--- config.mk ---
export PLATFORM = sky130hd
export DESIGN_NAME = ili_window_writer
export DESIGN_NICKNAME = d
export VERILOG_FILES = /design/src/rtl/ili_window_writer.sv
export SDC_FILE = /design/constraint.sdc
export NUM_CORES = 1
export LEC_CHECK = 0
export CORE_MARGIN = 2
export CORE_UTILIZATION = 30
export CTS_CLUSTER_DIAMETER = 120
export CTS_CLUSTER_SIZE = 16
export DETAILED_ROUTE_END_ITERATION = 16
export PLACE_DENSITY = 0.59
export SETUP_SLACK_MARGIN = 0.5
export SKIP_CTS_REPAIR_TIMING = 1
export SLEW_MARGIN = 20
export SYNTH_ARGS = -nofsm -noshare
export SYNTH_HDL_FRONTEND = slang
export SYNTH_SLANG_ARGS = --single-unit
--- constraint.sdc ---
create_clock -name clk -period 7.4 [get_ports clk]
set_input_delay 0.74 -clock clk [delete_from_list [all_inputs] [get_ports clk]]
set_output_delay 0.74 -clock clk [all_outputs]
set_load 0.02 [all_outputs]
--- src/rtl/ili_window_writer.sv ---
// Window-setup + pixel byte streamer for the ILI9341 SPI path.
// Emits CASET/PASET/RAMWR with parameters, then RGB565 pixels as hi/lo byte pairs.
module ili_window_writer #(
    parameter int H_RES = 240,
    parameter int V_RES = 320
) (
    input  logic        clk,
    input  logic        rst,
    input  logic        i_start,
    input  logic [8:0]  i_x0,
    input  logic [8:0]  i_x1,
    input  logic [8:0]  i_y0,
    input  logic [8:0]  i_y1,
    input  logic        i_pix_valid,
    input  logic [15:0] i_pix_data,
    output logic        o_pix_ready,
    output logic        o_byte_valid,
    output logic [7:0]  o_byte,
    output logic        o_dc,
    input  logic        i_byte_ready,
    output logic        o_busy,
    output logic        o_done,
    output logic        o_err
);

    typedef enum logic [3:0] {
        IDLE, CASET_C, CASET_P, PASET_C, PASET_P, RAMWR_C,
        PIX_WAIT, PIX_HI, PIX_LO, DONE
    } state_t;

    localparam logic [9:0] H_LIM = 10'(H_RES);
    localparam logic [9:0] V_LIM = 10'(V_RES);

    state_t      state, state_nx;
    logic [8:0]  x0_q, x1_q, y0_q, y1_q;
    logic [1:0]  idx;
    logic [16:0] cnt;
    logic [15:0] pix_q;
    logic        err_q;
    logic        byte_hs;
    logic        win_ok;
    logic [8:0]  prm_lo, prm_hi;
    logic [7:0]  prm_byte;
    logic [9:0]  win_w, win_h;
    logic [19:0] area;

    assign win_ok = (i_x0 <= i_x1) && ({1'b0, i_x1} < H_LIM) &&
                    (i_y0 <= i_y1) && ({1'b0, i_y1} < V_LIM);

    assign byte_hs = o_byte_valid & i_byte_ready;
    assign o_busy  = (state != IDLE);
    assign o_err   = err_q;

    // Both parameter phases share the same 4-byte layout: start hi/lo, end hi/lo.
    assign prm_lo = (state == CASET_P) ? x0_q : y0_q;
    assign prm_hi = (state == CASET_P) ? x1_q : y1_q;
    always_comb begin
        case (idx)
            2'd0:    prm_byte = {7'b0, prm_lo[8]};
            2'd1:    prm_byte = prm_lo[7:0];
            2'd2:    prm_byte = {7'b0, prm_hi[8]};
            default: prm_byte = prm_hi[7:0];
        endcase
    end

    assign win_w = {1'b0, x1_q} - {1'b0, x0_q} + 10'd1;
    assign win_h = {1'b0, y1_q} - {1'b0, y0_q} + 10'd1;
    assign area  = win_w * win_h;

    always_ff @(posedge clk or posedge rst) begin
        if (rst) state <= IDLE;
        else     state <= state_nx;
    end

    always_comb begin
        state_nx     = state;
        o_byte_valid = 1'b0;
        o_byte       = 8'h00;
        o_dc         = 1'b0;
        o_pix_ready  = 1'b0;
        o_done       = 1'b0;
        case (state)
            IDLE: if (i_start && win_ok) state_nx = CASET_C;
            CASET_C: begin
                o_byte_valid = 1'b1;
                o_byte       = 8'h2A;
                if (byte_hs) state_nx = CASET_P;
            end
            CASET_P: begin
                o_byte_valid = 1'b1;
                o_dc         = 1'b1;
                o_byte       = prm_byte;
                if (byte_hs && idx == 2'd3) state_nx = PASET_C;
            end
            PASET_C: begin
                o_byte_valid = 1'b1;
                o_byte       = 8'h2B;
                if (byte_hs) state_nx = PASET_P;
            end
            PASET_P: begin
                o_byte_valid = 1'b1;
                o_dc         = 1'b1;
                o_byte       = prm_byte;
                if (byte_hs && idx == 2'd3) state_nx = RAMWR_C;
            end
            RAMWR_C: begin
                o_byte_valid = 1'b1;
                o_byte       = 8'h2C;
                if (byte_hs) state_nx = PIX_WAIT;
            end
            PIX_WAIT: begin
                o_pix_ready = 1'b1;
                if (i_pix_valid) state_nx = PIX_HI;
            end
            PIX_HI: begin
                o_byte_valid = 1'b1;
                o_dc         = 1'b1;
                o_byte       = pix_q[15:8];
                if (byte_hs) state_nx = PIX_LO;
            end
            PIX_LO: begin
                o_byte_valid = 1'b1;
                o_dc         = 1'b1;
                o_byte       = pix_q[7:0];
                if (byte_hs) state_nx = (cnt == 17'd1) ? DONE : PIX_WAIT;
            end
            DONE: begin
                o_done   = 1'b1;
                state_nx = IDLE;
            end
            default: state_nx = IDLE;
        endcase
    end

    always_ff @(posedge clk or posedge rst) begin
        if (rst) begin
            x0_q  <= '0;
            x1_q  <= '0;
            y0_q  <= '0;
            y1_q  <= '0;
            idx   <= '0;
            cnt   <= '0;
            pix_q <= '0;
            err_q <= 1'b0;
        end else begin
            err_q <= (state == IDLE) && i_start && !win_ok;
            if (state == IDLE && i_start) begin
                x0_q <= i_x0;
                x1_q <= i_x1;
                y0_q <= i_y0;
                y1_q <= i_y1;
            end
            // idx wraps back to 0 on the last parameter, ready for the next phase
            if (byte_hs && (state == CASET_P || state == PASET_P))
                idx <= idx + 2'd1;
            if (byte_hs && state == RAMWR_C)
                cnt <= area[16:0];
            if (state == PIX_WAIT && i_pix_valid)
                pix_q <= i_pix_data;
            if (byte_hs && state == PIX_LO)
                cnt <= cnt - 17'd1;
        end
    end

endmodule
# After elaboration in Yosys (flattened, before gate mapping)
# Cells that the tools add are included.
# totals
register_bits	76
latch_bits	0
mem_bits_rw	0
mem_bits_ro	0
inputBits	57
output_inout_bits	14
elab_cells	85
n_memories	0
# classes
add_sub_neg	6
n_mul	1
div	0
n_lt_le_gt_ge	4
eq_ne	22
n_shift	0
muxes	21
bitwise_logic	1
reduce_logical	21
# op_table
cell	n
case mux 8 bit (6 select lines)	1
two-way mux 4 bit	10
case mux 4 bit (9 select lines)	1
two-way mux 17 bit	2
case mux 8 bit (3 select lines)	1
adder 10 x 1 -> 10 bit, second input constant	2
subtractor 9 x 9 -> 10 bit	2
<= comparator 9 bit	2
two-way mux 9 bit	2
equality test 17 x 1 -> 1 bit, second input constant	1
multiplier 10 x 10 -> 17 bit	1
subtractor 17 x 1 -> 17 bit, second input constant	1
equality test 4 x 3 -> 1 bit, second input constant	4
inequality test 2 bit, second input constant	8
logical AND 1 bit	11
less-than comparator 9 x 8 -> 1 bit, second input constant	1
less-than comparator 9 bit, second input constant	1
AND reduction 9 bit	1
equality test 4 x 2 -> 1 bit, second input constant	2
equality test 4 bit, second input constant	2
OR reduction 7 bit	1
equality test 2 bit, second input constant	2
equality test 4 x 1 -> 1 bit, second input constant	1
zero test 4 bit	1
other kinds (12)	15

# Logic depth before layout (Yosys ltp)
# logic_depth
depth_word	7
mapped_depth	30
mapped_depth_nobuf	30

# Worst setup path after synthesis
# Ideal clock, no wire load.
# synth_timing
path_kind	register to register
startpoint	register x0_q[1]
endpoint	register cnt[16]
setup_time_ps	136
t_arrival_ps	6672
required_ps	7264
setup_slack_ps	592
path_stages_with_launch	28
path_buffers	0
period_less_slack_ps	6808
cell_sequence	dfrtp_1 > ha_1 > inv_1 > ha_1 > inv_1 > fa_1 > and2b_1 > o21a_1 > a221o_1 > xor2_2 > or2b_1 > fa_1 > inv_1 > fa_1 > fa_1 > fa_1 > inv_1 > fa_1 > inv_1 > ha_1 > and3_1 > or3b_2 > o211ai_1 > a21oi_1 > o21bai_1 > a21oi_1 > xnor3_1 > a21oi_1
# synth_via
elab_chain_len	5
# synth_rtl
element	line	rtl
start: declaration	35	logic [8:0] x0_q, x1_q, y0_q, y1_q;
start signal: assignment	148	x0_q <= i_x0;
subtractor 9 x 9 -> 10 bit	66	assign win_w = {1'b0, x1_q} - {1'b0, x0_q} + 10'd1;
adder 10 x 1 -> 10 bit	66	
multiplier 10 x 10 -> 17 bit	68	assign area = win_w * win_h;
two-way mux 17 bit	156	if (byte_hs && state == RAMWR_C)
two-way mux 17 bit	160	if (byte_hs && state == PIX_LO)
end signal: assignment	157	cnt <= area[16:0];
end signal: assignment	161	cnt <= cnt - 17'd1;
end: declaration	37	logic [16:0] cnt;
# No other way between the ends. The select of a mux whose other input is x is not followed.
# A chain may end at the register's enable or synchronous reset.

# Final worst setup path
# Same ends and word-level chain as after synthesis.

==> key figures <==
Layout
  • Share of layout cells above drive strength 1: 11.0%
  • Final nets: 1262
  • Final antenna diode count: 0
  • Non-Filler Instances: between 1000 and 1500
  • Register area: between 0.0015 and 0.002 mm2
  • Multi-input gate area: just under 0.006 mm2
  • FILL cells: 2840
  • P&R area growth vs syn: 20.4%

Placement
  • Port Buffers: 70
  • DP Cell Count: 1394
  • Gpl congestion: 0.913
  • Post-detail-place hpwl: about 17 mm

Worst hold path
  • Worst hold path cell count: 2
  • Hold-critical path endpoint: y1_q[1]
  • Worst min path class: reg -> reg
  • HP Start: y1_q[1]

Critical path
  • RR Endpoint: cnt[16]
  • Largest stage delay, worst path: roughly 530 ps
  • CP Launch Point: x0_q[1]
  • Critical path arrival: 7020 ps
  • Worst path bufs/invs: 5
  • Critical R2R Launch: x0_q[1]
  • Crit. End Element: register
  • Largest fanout on the critical path: 3
  • R2R Setup Slk: just under 600 ps
  • CP dominant cell by count: fa_1
  • Crit Path Class: reg -> reg
  • CP top delay family: adder cells
  • Worst path required time: ~7600 ps
  • Critical-path top delay cell: fa_1
  • Critical Path Start Type: register
  • Reg2Reg Depth: 27

Synth
  • Mapped Avg Cell Area: between 8 and 9 um2
  • Post-synth EDFFs: 0
  • Yosys warnings: 0
  • Post-synth cell types: 62
  • Sequential area share after synthesis: 22.8%
  • Syn Inst Count: 957
  • Cell Area, Synth: between 0.008 and 0.009 mm2
  • Syn_nets: ~1200
  • Async S/R FF share, synth: 100%
  • Synth Register Bits: 76
  • Ys flop type: dfrtp_1

Timing
  • Fmax: 147 MHz
  • Setup TNS: 0 ps
  • Clock Skew: approximately 12 ps
  • Crit path time final: ~7000 ps
  • RSZ-0062 raised after global routing: true
  • Max transition margin: 30.4%
  • Fin. Hold Viols: 0
  • Final setup violation count: 0
  • Max-slew violation count: 0
  • Final period util: 92.0%
  • Slew at the pin closest to its max-slew limit: around 1000 ps

Global routing
  • GRT overflow: 0
  • All-Layer GR Usage: 15.4%
  • First-pass GRT wire length: ~36 mm
  • Initial antenna violation count: 0
  • Vias in the first global route: 7110
  • Largest net degree at the start of global routing: 57

Drt
  • Number of DRC markers in iteration 0: ~360
  • DR WL/cell: roughly 15 um
  • Post-Route WL: 21.9 mm
  • Vias per inst: 4.92
  • Detail Route Antenna Nets: 0
  • DR pass1 iterations: 5
  • DRC viols: 0
  • Via count: roughly 7000

Run status
  • Status: complete, no violations

Clock tree
  • Num CTS Buffers: 9
  • Clk sink count: 76
  • Insertion delay to the later sink of the worst-skew pair: 340 ps
  • Max Root-Sink Buffers: 2
  • Clock Tree Root: clkbuf_16
  • TritonCTS clock tree: done
  • Reg clk slew, reported paths: about 70 ps
  • H-tree level count: 3

Flow run
  • Max Cap Viol: 0

Die
  • Total Die Area: just under 0.03 mm2
  • Starting Density: a little under a third
  • Die width: between 150 and 200 um
  • # rows: 61
  • Die height: about 170 um
  • Core area: between 0.02 and 0.03 mm2
  • I/O pin cnt: about 70
## metrics by stage
| step | utilization [%] | setup WS [ps] | area (um2) | hold WS (ps) |
|---|---|---|---|---|
| after global routing | 36.5 | 253 | 10000 | 530 |
| after global placement | 34.6 | 418 | 9540 | 471 |
| after floorplan | - | 592 | 8340 | 450 |
| final | 36.5 | 595 | 10000 | 487 |
| after CTS | 35.7 | 280 | 9830 | 491 |
| after detailed placement | 34.6 | 300 | 9540 | 476 |
## synth_stat cells, types with 3 or more instances
library cell  count  area [um2]
or3_1             4        25.0
nand2b_1         17         106
or2_2             4        25.0
o21a_1            5        37.5
and3_1            9        56.3
a22oi_1           4        30.0
a21o_1           13        97.6
a222oi_1          5        50.1
a32oi_1           3        26.3
xnor2_1          16         140
xor2_1           16         140
nand4_1           7        43.8
dfrtp_1          76        1900
a21oi_1          55         275
nor3_1           17        85.1
nand3_1          11        55.1
a31oi_1           4        25.0
clkbuf_1         24        90.1
o211ai_1          7        52.6
nor2b_1          12        75.1
nand2_1         104         390
o221ai_1          3        26.3
ha_1            100        1250
mux2_2           38         428
fa_1             62        1240
inv_1           142         533
o22ai_1           6        37.5
and2_1           10        62.6
nor2_1           79         297
a211oi_1          3        22.5
nand3b_1          3        22.5
o21ai_0          54         270
## sequential cells by signal, summed over array words and instances, names as in the netlist
register	flops
x0_q	9
x1_q	9
idx	2
pix_q	16
y0_q	9
o_err	1
state	4
cnt	17
y1_q	9
## cell usage in the layout (no fill, tap or decap), types with 4 or more instances in the layout
master / instances
ha_1: 96
clkbuf_16: 9
o21ai_1: 4
inv_2: 5
a31oi_1: 4
o21a_1: 5
nand2b_1: 17
inv_1: 136
nor3_1: 17
o211ai_1: 7
or2_2: 4
a21oi_1: 53
nor2_1: 79
clkdlybuf4s50_1: 70
a21o_1: 13
dfrtp_1: 76
xor2_1: 15
buf_4: 30
o22ai_1: 6
nand4_1: 7
a22oi_1: 4
fa_1: 61
and2_1: 10
nand3_1: 10
a222oi_1: 5
or3_1: 4
nand2_1: 103
nor2b_1: 12
mux2_2: 38
xnor2_1: 15
and3_1: 8
o21ai_0: 52
## worst max path at each step
stage,endpoint,cells past startpoint
floorplan,cnt[16],27
global placement,cnt[16],27
detailed placement,cnt[16],31
CTS,cnt[16],31
global route,cnt[16],28
finish,cnt[16],27
## worst min-delay path, stage by stage, from the launching register on
cell     delay [ps]
dfrtp_1         340
nand2_1          50
o21ai_0          60
## routing by layer
layer / up-vias / global-route usage [%] / share of wire [%]
met3: 46 / 1.90 / 4.3
met4: 0 / 5.87 / 3.4
met2: 186 / 25.4 / 47
met1: 3392 / 20.7 / 45
li1: 3381 / - / -
met5: - / 0 / 0
## layout make-up
| type | count | area share [%] |
|---|---|---|
| multi-input combinational | 713 | 58.8 |
| inverter | 142 | 5.32 |
| clock inverter | 6 | 0.635 |
| timing repair buffer | 101 | 9.33 |
| clock buffer | 9 | 2.24 |
| sequential | 76 | 18.9 |
| tap | 378 | 4.71 |
## logic make-up after synthesis
| kind of cell | after synthesis | share of synthesized area, % |
|---|---|---|
| compound gates | 183 | 13.6 |
| xor+xnor | 36 | 4.29 |
| fa+ha+maj | 162 | 29.9 |
| buf+inv | 168 | 7.57 |
| flops | 76 | 22.8 |
| mux | 40 | 5.37 |
| simple gates | 292 | 16.5 |
Power is left out: the tool's default activity adds up to more than one toggle a clock period on the data nets, which glitch-free logic cannot reach.
==> RTL change, RTL diff (same flow settings) <==
Encoding of `state_t`: now one-hot (10 bits for 10 states).
--- a/src/rtl/ili_window_writer.sv
+++ b/src/rtl/ili_window_writer.sv
@@ -23,9 +23,9 @@
     output logic        o_err
 );
 
-    typedef enum logic [3:0] {
-        IDLE, CASET_C, CASET_P, PASET_C, PASET_P, RAMWR_C,
-        PIX_WAIT, PIX_HI, PIX_LO, DONE
+    typedef enum logic [9:0] {
+        IDLE = 10'b0000000001, CASET_C = 10'b0000000010, CASET_P = 10'b0000000100, PASET_C = 10'b0000001000, PASET_P = 10'b0000010000, RAMWR_C = 10'b0000100000,
+        PIX_WAIT = 10'b0001000000, PIX_HI = 10'b0010000000, PIX_LO = 10'b0100000000, DONE = 10'b1000000000
     } state_t;
 
     localparam logic [9:0] H_LIM = 10'(H_RES);
Behaviour: no difference found for any inputs over 10 cycles, from zero or initial values and one cycle with rst high; not proved beyond that.
==> RTL change against the original RTL <==
Area after synthesis grew 3.1%; sequential cell count grew 6; wire length grew 2.2%; worst setup slack gained 0.17 ns; final area grew 5.3%; fmax grew 2.6%.
Power is left out: the tool's default activity adds up to more than one toggle a clock period on the data nets, which glitch-free logic cannot reach.
==> RTL change: results (changes against the original RTL) <==
\begin{tabular}{lr}
\hline
Metric & Value \\
\hline
\multicolumn{2}{l}{\textbf{Placement}} \\
\quad Place WS & 0.344 ns (+0.0446 ns) \\
\quad GPL Wtd Cong & 0.910 (-0.30\%) \\
\quad Number of placed cells counting well taps & 1410 (+1.1\%) \\
\quad Detailed placer's ending HPWL & 17.6 mm (+0.43\%) \\
\multicolumn{2}{l}{\textbf{STA}} \\
\quad Min Hold Slack & 0.473 ns (-0.0138 ns) \\
\quad Final period util & 89.6\% (-2.4 points) \\
\quad Worst Skew & 0.0116 ns (-0.000518 ns) \\
\quad Transition time of the tightest slew-check pin & 0.827 ns (-0.216 ns) \\
\multicolumn{2}{l}{\textbf{Critical path}} \\
\quad Worst R2R Setup Slack & 0.77 ns (+0.17 ns) \\
\quad Arrival time reported for the critical path endpoint & 6.90 ns (-0.12 ns) \\
\quad Crit Path Max Fanout & 5 (+2) \\
\multicolumn{2}{l}{\textbf{Finish}} \\
\quad Largest registers & cnt: 17 flops, pix\_q: 16 flops, state: 10 flops \\
\quad Final Net Count & 1282 (+1.6\%) \\
\quad Fill cell count & 2827 (-0.46\%) \\
\quad Non-clock buffer count & 102 (+0.99\%) \\
\quad Seq/total area & 19.4\% (+0.49 points) \\
\quad Share of final layout cell area taken by clock buffers and inverters & 3.17\% (+0.29 points) \\
\quad Seq cells & 82 (+7.9\%) \\
\quad Fraction of cell area in non-clock buffers & 8.93\% (-0.40 points) \\
\quad Fraction of layout cells with a size suffix above 1 & 12.9\% (+1.9 points) \\
\multicolumn{2}{l}{\textbf{Outcome}} \\
\quad Result of the run & finished clean \\
\multicolumn{2}{l}{\textbf{Synth}} \\
\quad Synth area leaders & sky130\_fd\_sc\_hd\_\_dfrtp\_1, sky130\_fd\_sc\_hd\_\_ha\_1, sky130\_fd\_sc\_hd\_\_fa\_1, sky130\_fd\_sc\_hd\_\_inv\_1, sky130\_fd\_sc\_hd\_\_mux2\_2 \\
\quad Part of the Yosys area used for sequential elements & 23.9\% (+1.1 points) \\
\quad Ranking of synthesized cells by instance count & sky130\_fd\_sc\_hd\_\_inv\_1, sky130\_fd\_sc\_hd\_\_ha\_1, sky130\_fd\_sc\_hd\_\_nand2\_1 \\
\quad Per-instance average area after synthesis & 8.80 um2 (+0.92\%) \\
\quad Synthesized netlist net count & 1197 (+1.8\%) \\
\multicolumn{2}{l}{\textbf{Route}} \\
\quad Number of vias after detailed routing & 7129 (+1.8\%) \\
\multicolumn{2}{l}{\textbf{Global routing}} \\
\quad Global-route wire length before repair & 35.9 mm (+0.62\%) \\
\quad Vias in the first global route & 6913 (-2.8\%) \\
\quad Overall track demand over capacity in global routing & 14.7\% (-0.70 points) \\
\multicolumn{2}{l}{\textbf{Hold path}} \\
\quad Worst min-delay path endpoint & cnt[12] \\
\hline
\end{tabular}
## RTL change: cell count changes after synthesis, sizes merged, moves of 7 or more
cell / delta
a21oi: -14
nand2: -14
nand3: +9
nor2: +10
o211ai: -7
o21ai: +10
xnor2: +11
## RTL change: logic make-up after synthesis
| family | synth area share, % |
|---|---|
| muxes | 5.67 |
| AOI/OAI and AO/OA | 11.9 |
| buffers and inverters | 7.60 |
| adders and majority gates | 29.0 |
| and+or+nand+nor | 17.1 |
| xor gates and xnor gates | 4.96 |
| DFF | 23.9 |
## RTL change: per-layer routing
metal  vias to the layer above  GRT usage [%]  part of all wire [%]
li1                       3430              -                     -
met1                      3455           19.8                    46
met2                       211           24.2                    47
met3                        33           2.28                   4.6
met4                         0           4.94                   2.8
met5                         -              0                     0
## RTL change: tightest hold or removal path: stages (launching register included)
cell and delay, ns:
sky130_fd_sc_hd__dfrtp_1 0.34, sky130_fd_sc_hd__nand2_1 0.04, sky130_fd_sc_hd__o21ai_0 0.06
